--- src/rtl/blk_89bc04.sv ---
// blk_89bc04: packet-granular arbiter merging the four RX class streams
// (cr=0, cw=1, rc=2, cfg=3) into one registered AXI4-Stream tagged with tdest.
module blk_89bc04 #(
    parameter int    C_DATA_WIDTH   = 32,
    parameter int    STRB_WIDTH     = C_DATA_WIDTH / 8,
    parameter int    C_RR_BURST     = 1,
    parameter string C_CFG_PRIORITY = "FALSE",
    parameter int    TCQ            = 1
) (
    input  logic                    com_iclk,
    input  logic                    com_sysrst_n,
    input  logic                    trn_lnk_up,

    input  logic [C_DATA_WIDTH-1:0] s_axis_cr_tdata,
    input  logic                    s_axis_cr_tvalid,
    output logic                    s_axis_cr_tready,
    input  logic [STRB_WIDTH-1:0]   s_axis_cr_tstrb,
    input  logic                    s_axis_cr_tlast,
    input  logic [21:0]             s_axis_cr_tuser,

    input  logic [C_DATA_WIDTH-1:0] s_axis_cw_tdata,
    input  logic                    s_axis_cw_tvalid,
    output logic                    s_axis_cw_tready,
    input  logic [STRB_WIDTH-1:0]   s_axis_cw_tstrb,
    input  logic                    s_axis_cw_tlast,
    input  logic [21:0]             s_axis_cw_tuser,

    input  logic [C_DATA_WIDTH-1:0] s_axis_rc_tdata,
    input  logic                    s_axis_rc_tvalid,
    output logic                    s_axis_rc_tready,
    input  logic [STRB_WIDTH-1:0]   s_axis_rc_tstrb,
    input  logic                    s_axis_rc_tlast,
    input  logic [21:0]             s_axis_rc_tuser,

    input  logic [C_DATA_WIDTH-1:0] s_axis_cfg_tdata,
    input  logic                    s_axis_cfg_tvalid,
    output logic                    s_axis_cfg_tready,
    input  logic [STRB_WIDTH-1:0]   s_axis_cfg_tstrb,
    input  logic                    s_axis_cfg_tlast,
    input  logic [21:0]             s_axis_cfg_tuser,

    output logic [C_DATA_WIDTH-1:0] m_axis_tdata,
    output logic                    m_axis_tvalid,
    input  logic                    m_axis_tready,
    output logic [STRB_WIDTH-1:0]   m_axis_tstrb,
    output logic                    m_axis_tlast,
    output logic [21:0]             m_axis_tuser,
    output logic [1:0]              m_axis_tdest,
    output logic                    arb_busy
);

    // Elaboration-time legality checks; TCQ is a simulation-only clock-to-Q
    // figure and never turns into a delay in this synthesizable code.
    if (C_RR_BURST < 1 || C_RR_BURST > 15) begin : g_bad_burst
        $error("C_RR_BURST must be in 1..15");
    end
    if (C_DATA_WIDTH != 32 && C_DATA_WIDTH != 64 && C_DATA_WIDTH != 128) begin : g_bad_width
        $error("C_DATA_WIDTH must be 32, 64 or 128");
    end
    if (TCQ < 0) begin : g_bad_tcq
        $error("TCQ must not be negative");
    end

    localparam bit         CFG_PRIO  = (C_CFG_PRIORITY == "TRUE");
    localparam logic [3:0] BURST_MAX = 4'(C_RR_BURST);

    typedef enum logic {IDLE, XFER} state_t;

    state_t     state, state_nxt;
    logic [1:0] grant, grant_nxt;
    logic       last_vld, last_vld_nxt;
    logic [3:0] burst_cnt, burst_nxt;
    logic [1:0] rr_ptr, rr_nxt;

    logic [3:0]              in_valid;
    logic [3:0]              in_last;
    logic [C_DATA_WIDTH-1:0] in_data [4];
    logic [STRB_WIDTH-1:0]   in_strb [4];
    logic [21:0]             in_user [4];

    logic       out_ready;
    logic       accept;
    logic [3:0] src_ready;
    logic       rr_found;
    logic [1:0] rr_pick;
    logic [1:0] cand;
    logic       regrant_ok;
    logic [1:0] pick;
    logic       same_src;

    assign in_valid = {s_axis_cfg_tvalid, s_axis_rc_tvalid, s_axis_cw_tvalid, s_axis_cr_tvalid};
    assign in_last  = {s_axis_cfg_tlast, s_axis_rc_tlast, s_axis_cw_tlast, s_axis_cr_tlast};

    assign in_data[0] = s_axis_cr_tdata;
    assign in_data[1] = s_axis_cw_tdata;
    assign in_data[2] = s_axis_rc_tdata;
    assign in_data[3] = s_axis_cfg_tdata;
    assign in_strb[0] = s_axis_cr_tstrb;
    assign in_strb[1] = s_axis_cw_tstrb;
    assign in_strb[2] = s_axis_rc_tstrb;
    assign in_strb[3] = s_axis_cfg_tstrb;
    assign in_user[0] = s_axis_cr_tuser;
    assign in_user[1] = s_axis_cw_tuser;
    assign in_user[2] = s_axis_rc_tuser;
    assign in_user[3] = s_axis_cfg_tuser;

    // The output register can take a beat when empty or being drained this cycle.
    assign out_ready = ~m_axis_tvalid | m_axis_tready;
    assign accept    = (state == XFER) && in_valid[grant] && out_ready;
    assign arb_busy  = (state == XFER);

    // Only the granted source sees ready, and only while a packet is in flight.
    always_comb begin
        src_ready = 4'b0000;
        if (state == XFER) begin
            src_ready[grant] = out_ready;
        end
    end

    assign s_axis_cr_tready  = src_ready[0];
    assign s_axis_cw_tready  = src_ready[1];
    assign s_axis_rc_tready  = src_ready[2];
    assign s_axis_cfg_tready = src_ready[3];

    // Round-robin search: first valid source at or above rr_ptr, wrapping mod 4.
    always_comb begin
        rr_found = 1'b0;
        rr_pick  = rr_ptr;
        cand     = rr_ptr;
        for (int k = 0; k < 4; k++) begin
            cand = rr_ptr + 2'(k);
            if (!rr_found && in_valid[cand]) begin
                rr_found = 1'b1;
                rr_pick  = cand;
            end
        end
    end

    // Winner selection: strict CFG first, then burst continuation, then round-robin.
    always_comb begin
        regrant_ok = last_vld && in_valid[grant] && (burst_cnt < BURST_MAX);
        if (CFG_PRIO && in_valid[3]) begin
            pick = 2'd3;
        end else if (regrant_ok) begin
            pick = grant;
        end else begin
            pick = rr_pick;
        end
        same_src = last_vld && (pick == grant);
    end

    // Next-state logic: grants are only taken in IDLE and held until tlast is accepted.
    always_comb begin
        state_nxt    = state;
        grant_nxt    = grant;
        last_vld_nxt = last_vld;
        burst_nxt    = burst_cnt;
        rr_nxt       = rr_ptr;
        case (state)
            IDLE: begin
                if (trn_lnk_up && (|in_valid)) begin
                    state_nxt    = XFER;
                    grant_nxt    = pick;
                    last_vld_nxt = 1'b1;
                    if (same_src) begin
                        burst_nxt = (burst_cnt >= BURST_MAX) ? BURST_MAX : burst_cnt + 4'd1;
                    end else begin
                        burst_nxt = 4'd1;
                        rr_nxt    = pick + 2'd1;
                    end
                end
            end
            XFER: begin
                if (accept && in_last[grant]) begin
                    state_nxt = IDLE;
                end
            end
            default: state_nxt = IDLE;
        endcase
    end

    // Arbitration state register.
    always_ff @(posedge com_iclk or negedge com_sysrst_n) begin
        if (!com_sysrst_n) begin
            state     <= IDLE;
            grant     <= 2'd0;
            last_vld  <= 1'b0;
            burst_cnt <= 4'd0;
            rr_ptr    <= 2'd0;
        end else begin
            state     <= state_nxt;
            grant     <= grant_nxt;
            last_vld  <= last_vld_nxt;
            burst_cnt <= burst_nxt;
            rr_ptr    <= rr_nxt;
        end
    end

    // Output register: load on every accepted beat, empty once the consumer takes it.
    always_ff @(posedge com_iclk or negedge com_sysrst_n) begin
        if (!com_sysrst_n) begin
            m_axis_tdata  <= '0;
            m_axis_tvalid <= 1'b0;
            m_axis_tstrb  <= '0;
            m_axis_tlast  <= 1'b0;
            m_axis_tuser  <= '0;
            m_axis_tdest  <= 2'd0;
        end else if (accept) begin
            m_axis_tdata  <= in_data[grant];
            m_axis_tvalid <= 1'b1;
            m_axis_tstrb  <= in_strb[grant];
            m_axis_tlast  <= in_last[grant];
            m_axis_tuser  <= in_user[grant];
            m_axis_tdest  <= grant;
        end else if (m_axis_tready) begin
            m_axis_tvalid <= 1'b0;
        end
    end

endmodule

--- config.mk ---
export PLATFORM = sky130hd
export DESIGN_NAME = blk_89bc04
export DESIGN_NICKNAME = d
export VERILOG_FILES = /design/src/rtl/blk_89bc04.sv
export SDC_FILE = /design/constraint.sdc
export NUM_CORES = 1
export LEC_CHECK = 0
export BUFFER_PORTS_ARGS = -buffer_cell sky130_fd_sc_hd__buf_2
export CORE_AREA = 3 3 119 121
export DETAILED_ROUTE_END_ITERATION = 10
export DIE_AREA = 0 0 122 124
export GPL_TIMING_DRIVEN = 1
export PLACE_DENSITY = 0.73
export SLEW_MARGIN = 20
export SYNTH_ARGS = -nofsm -noshare
export SYNTH_HDL_FRONTEND = slang
export SYNTH_SLANG_ARGS = --single-unit
--- constraint.sdc ---
create_clock -name com_iclk -period 2.7 [get_ports com_iclk]
set_input_delay 0.135 -clock com_iclk [delete_from_list [all_inputs] [get_ports com_iclk]]
set_output_delay 0.135 -clock com_iclk [all_outputs]
set_load 0.01 [all_outputs]
==> qor.yml <==
status:
  status: "finished clean"
timing:
  fin_crit_sh: 0.754
  finClkSkew_ns: 0.00575
  max_slew_margin: 0.381
  slew_violations: 0
  timing.fmax_mhz: 491
  worst_pin_slew_ns: 0.928
  period_needed_ns: 2.04
  timing.hold.ws_ns: 0.247
  setup_viol: 0
  finalHoldViolations: 0
  finalWorstSetupSlack_ns: 0.665
  grt_setup_unrepaired: "no"
  setup_tns_ns: 0
worst_setup_path:
  worst-path-max-fanout: 17
  crit_path_start_kind: "register"
  cp.arrival_ns: 2.24
  path_class: "reg2reg"
  cp-end-kind: "register"
  crit_required_ns: 2.91
cells_and_area:
  finalNonFillerCells: 763
  finalNetCount: 830
  fillers: 1175
  diodes: 0
  fin_area_sq_mm: 0.00641
  syn2layout_area_growth_pct: 47.0
  final_util: 0.486
  drive_gt1_frac: 0.782
drt:
  drt_iter0_markers: 119
  vias: 3869
  drc: 0
  wl_per_cell_microns: 18.3
  viasPerCell: 5.07
  first_pass_iters: 4
  routed_wl_microns: 14000
  detail-route-antenna-nets: 0
clock_network:
  clock_latency_ns: 0.33
  clk_pin_slew_worst_paths_ns: 0.06
  cts_buffer_depth: 2
  root_buffer: "clkbuf_16"
  cts.sinks: 72
  htree_levels: 3
  cts_made_buffers: 9
  cts_tree: "done"
yosys:
  ys.flop_type: "dfrtp_1"
  synthArstFlopShare: 1.00
  yosys.area.top_type_share: 0.413
  avgSynthCellArea_sq_um: 15.7
  synth-edff-count: 0
  synth.most_common_cell: "dfrtp_1"
  yosysTopAreaCell: "dfrtp_1"
  synth_area_leaders: "dfrtp_1 (41%), mux4_2 (31%), mux2_2 (16%), nand2_1 (1.0%), buf_4 (0.86%)"
  syn_inst: 277
  synth_warnings: 0
  ys_seq_elements: 72
  netlist_area_sq_mm: 0.00436
  synth_cell_type_count: 35
  ys_seq_area_frac: 0.413
  synthTopCellsByCount: "dfrtp_1 (72), mux2_2 (61), mux4_2 (60)"
  syn-num-nets: 524
floorplan:
  core_area_sq_mm: 0.0132
  dieArea_sq_mm: 0.0151
  rows: 42
  fp.dieW_microns: 122
  start_util: 0.331
  num_io_pins: 311
  fp.dieH_microns: 124
place:
  preCtsSetupSlack_ns: 0.653
  place_congestion: 0.814
  placed_cells: 747
  place_area_sq_mm: 0.00611
  port_buffers: 310
  dpl.hpwl_microns: 11300
flow_run:
  max-cap-violations: 0
grt:
  grt_overflow: 0
  grt_max_degree: 73
  antenna_found_initial: 3
  grt_pass1_wl_microns: 20600
  grt_usage: 0.178
  grt_pass1_vias: 4040
power_and_ir_drop:
  ir_worst_vdd_mv: 0.652
  cellPowerDensity_mw_per_mm2: 1080
  power_leakage_nw: 3.10
  p_total_mw: 6.92
worst_hold_path:
  hold_path_class: "in2reg"
[critical path, stage by stage, from the launching register on]
cell	delay, ns
dfrtp_4	0.43
mux4_2	0.57
nand3_4	0.25
buf_4	0.30
mux2_2	0.36
[worst paths after layout]
path / start / to / slack, ns / cells past startpoint
max in group asynchronous: com_sysrst_n / grant[0]$_DFFE_PN0P_ / 1.49 / 2
max reg2reg: grant[0]$_DFFE_PN0P_ / m_axis_tdata[12]$_DFFE_PN0P_ / 0.66 / 4
max: grant[0]$_DFFE_PN0P_ / m_axis_tdata[12]$_DFFE_PN0P_ / 0.66 / 4
min reg2reg: last_vld$_DFFE_PN0P_ / last_vld$_DFFE_PN0P_ / 0.48 / 2
min: trn_lnk_up / burst_cnt[3]$_DFFE_PN0P_ / 0.25 / 3
min in group asynchronous: com_sysrst_n / m_axis_tuser[8]$_DFFE_PN0P_ / 0.48 / 2
[cell families after synthesis]
family	synth area share
AOI/OAI and AO/OA	0.0264
and+or+nand+nor	0.0382
xor gates and xnor gates	0.00804
muxes	0.475
buffers and inverters	0.0301
DFF	0.413
adders and majority gates	0.00861
[layout by cell type (no fill, tap or decap), types with 4 or more instances in the layout]
master     Yosys  final
buf_2          6    309
dfrtp_1       72     70
mux2_2        61     61
mux4_2        60     60
nand2_1       12     12
clkbuf_16      0      9
inv_1          6      6
buf_4          5      5
a21oi_1        4      4
nor2_1         4      4
[state kept, by name, indices dropped and copies added (netlist names), 2 cells and up]
signal	flops
rr_ptr	2
m_axis_tuser	22
grant	2
m_axis_tstrb	4
m_axis_tdest	2
m_axis_tdata	32
burst_cnt	4
[area by class of cell]
type	count	area, sq um	area share
multi-input cells	177	2440	0.381
repair buffers	317	1630	0.255
clock buffers	11	243	0.0379
flip-flops and latches	72	1810	0.282
inverters	6	22.5	0.00351
well taps	176	220	0.0343
clock inverters	4	45.0	0.00703
[layer usage]
metal	share of wire	global-route usage	vias up
met5	0.0029	0	-
met4	0.013	0.0630	6
met3	0.093	0.0500	19
met2	0.53	0.311	223
met1	0.36	0.212	1905
li1	-	-	1716
[where the power goes]
part	internal [mW]	total, mW	leakage, nW	switching (mW)
logic	2.13	3.82	2.11	1.69
clock network	0.730	1.16	0.145	0.426
registers	1.63	1.94	0.843	0.310
total	4.49	6.92	3.10	2.43
[timing repair]
| item | 4_1_cts | 5_1_grt |
|---|---|---|
| gates resized for setup | 0 | 0 |
| hold endpoints to repair | 72 | 0 |
| buffers inserted | 0 | 0 |
| hold buffers | 1 | 0 |
Note: power is estimated with default switching activity, not from simulation.
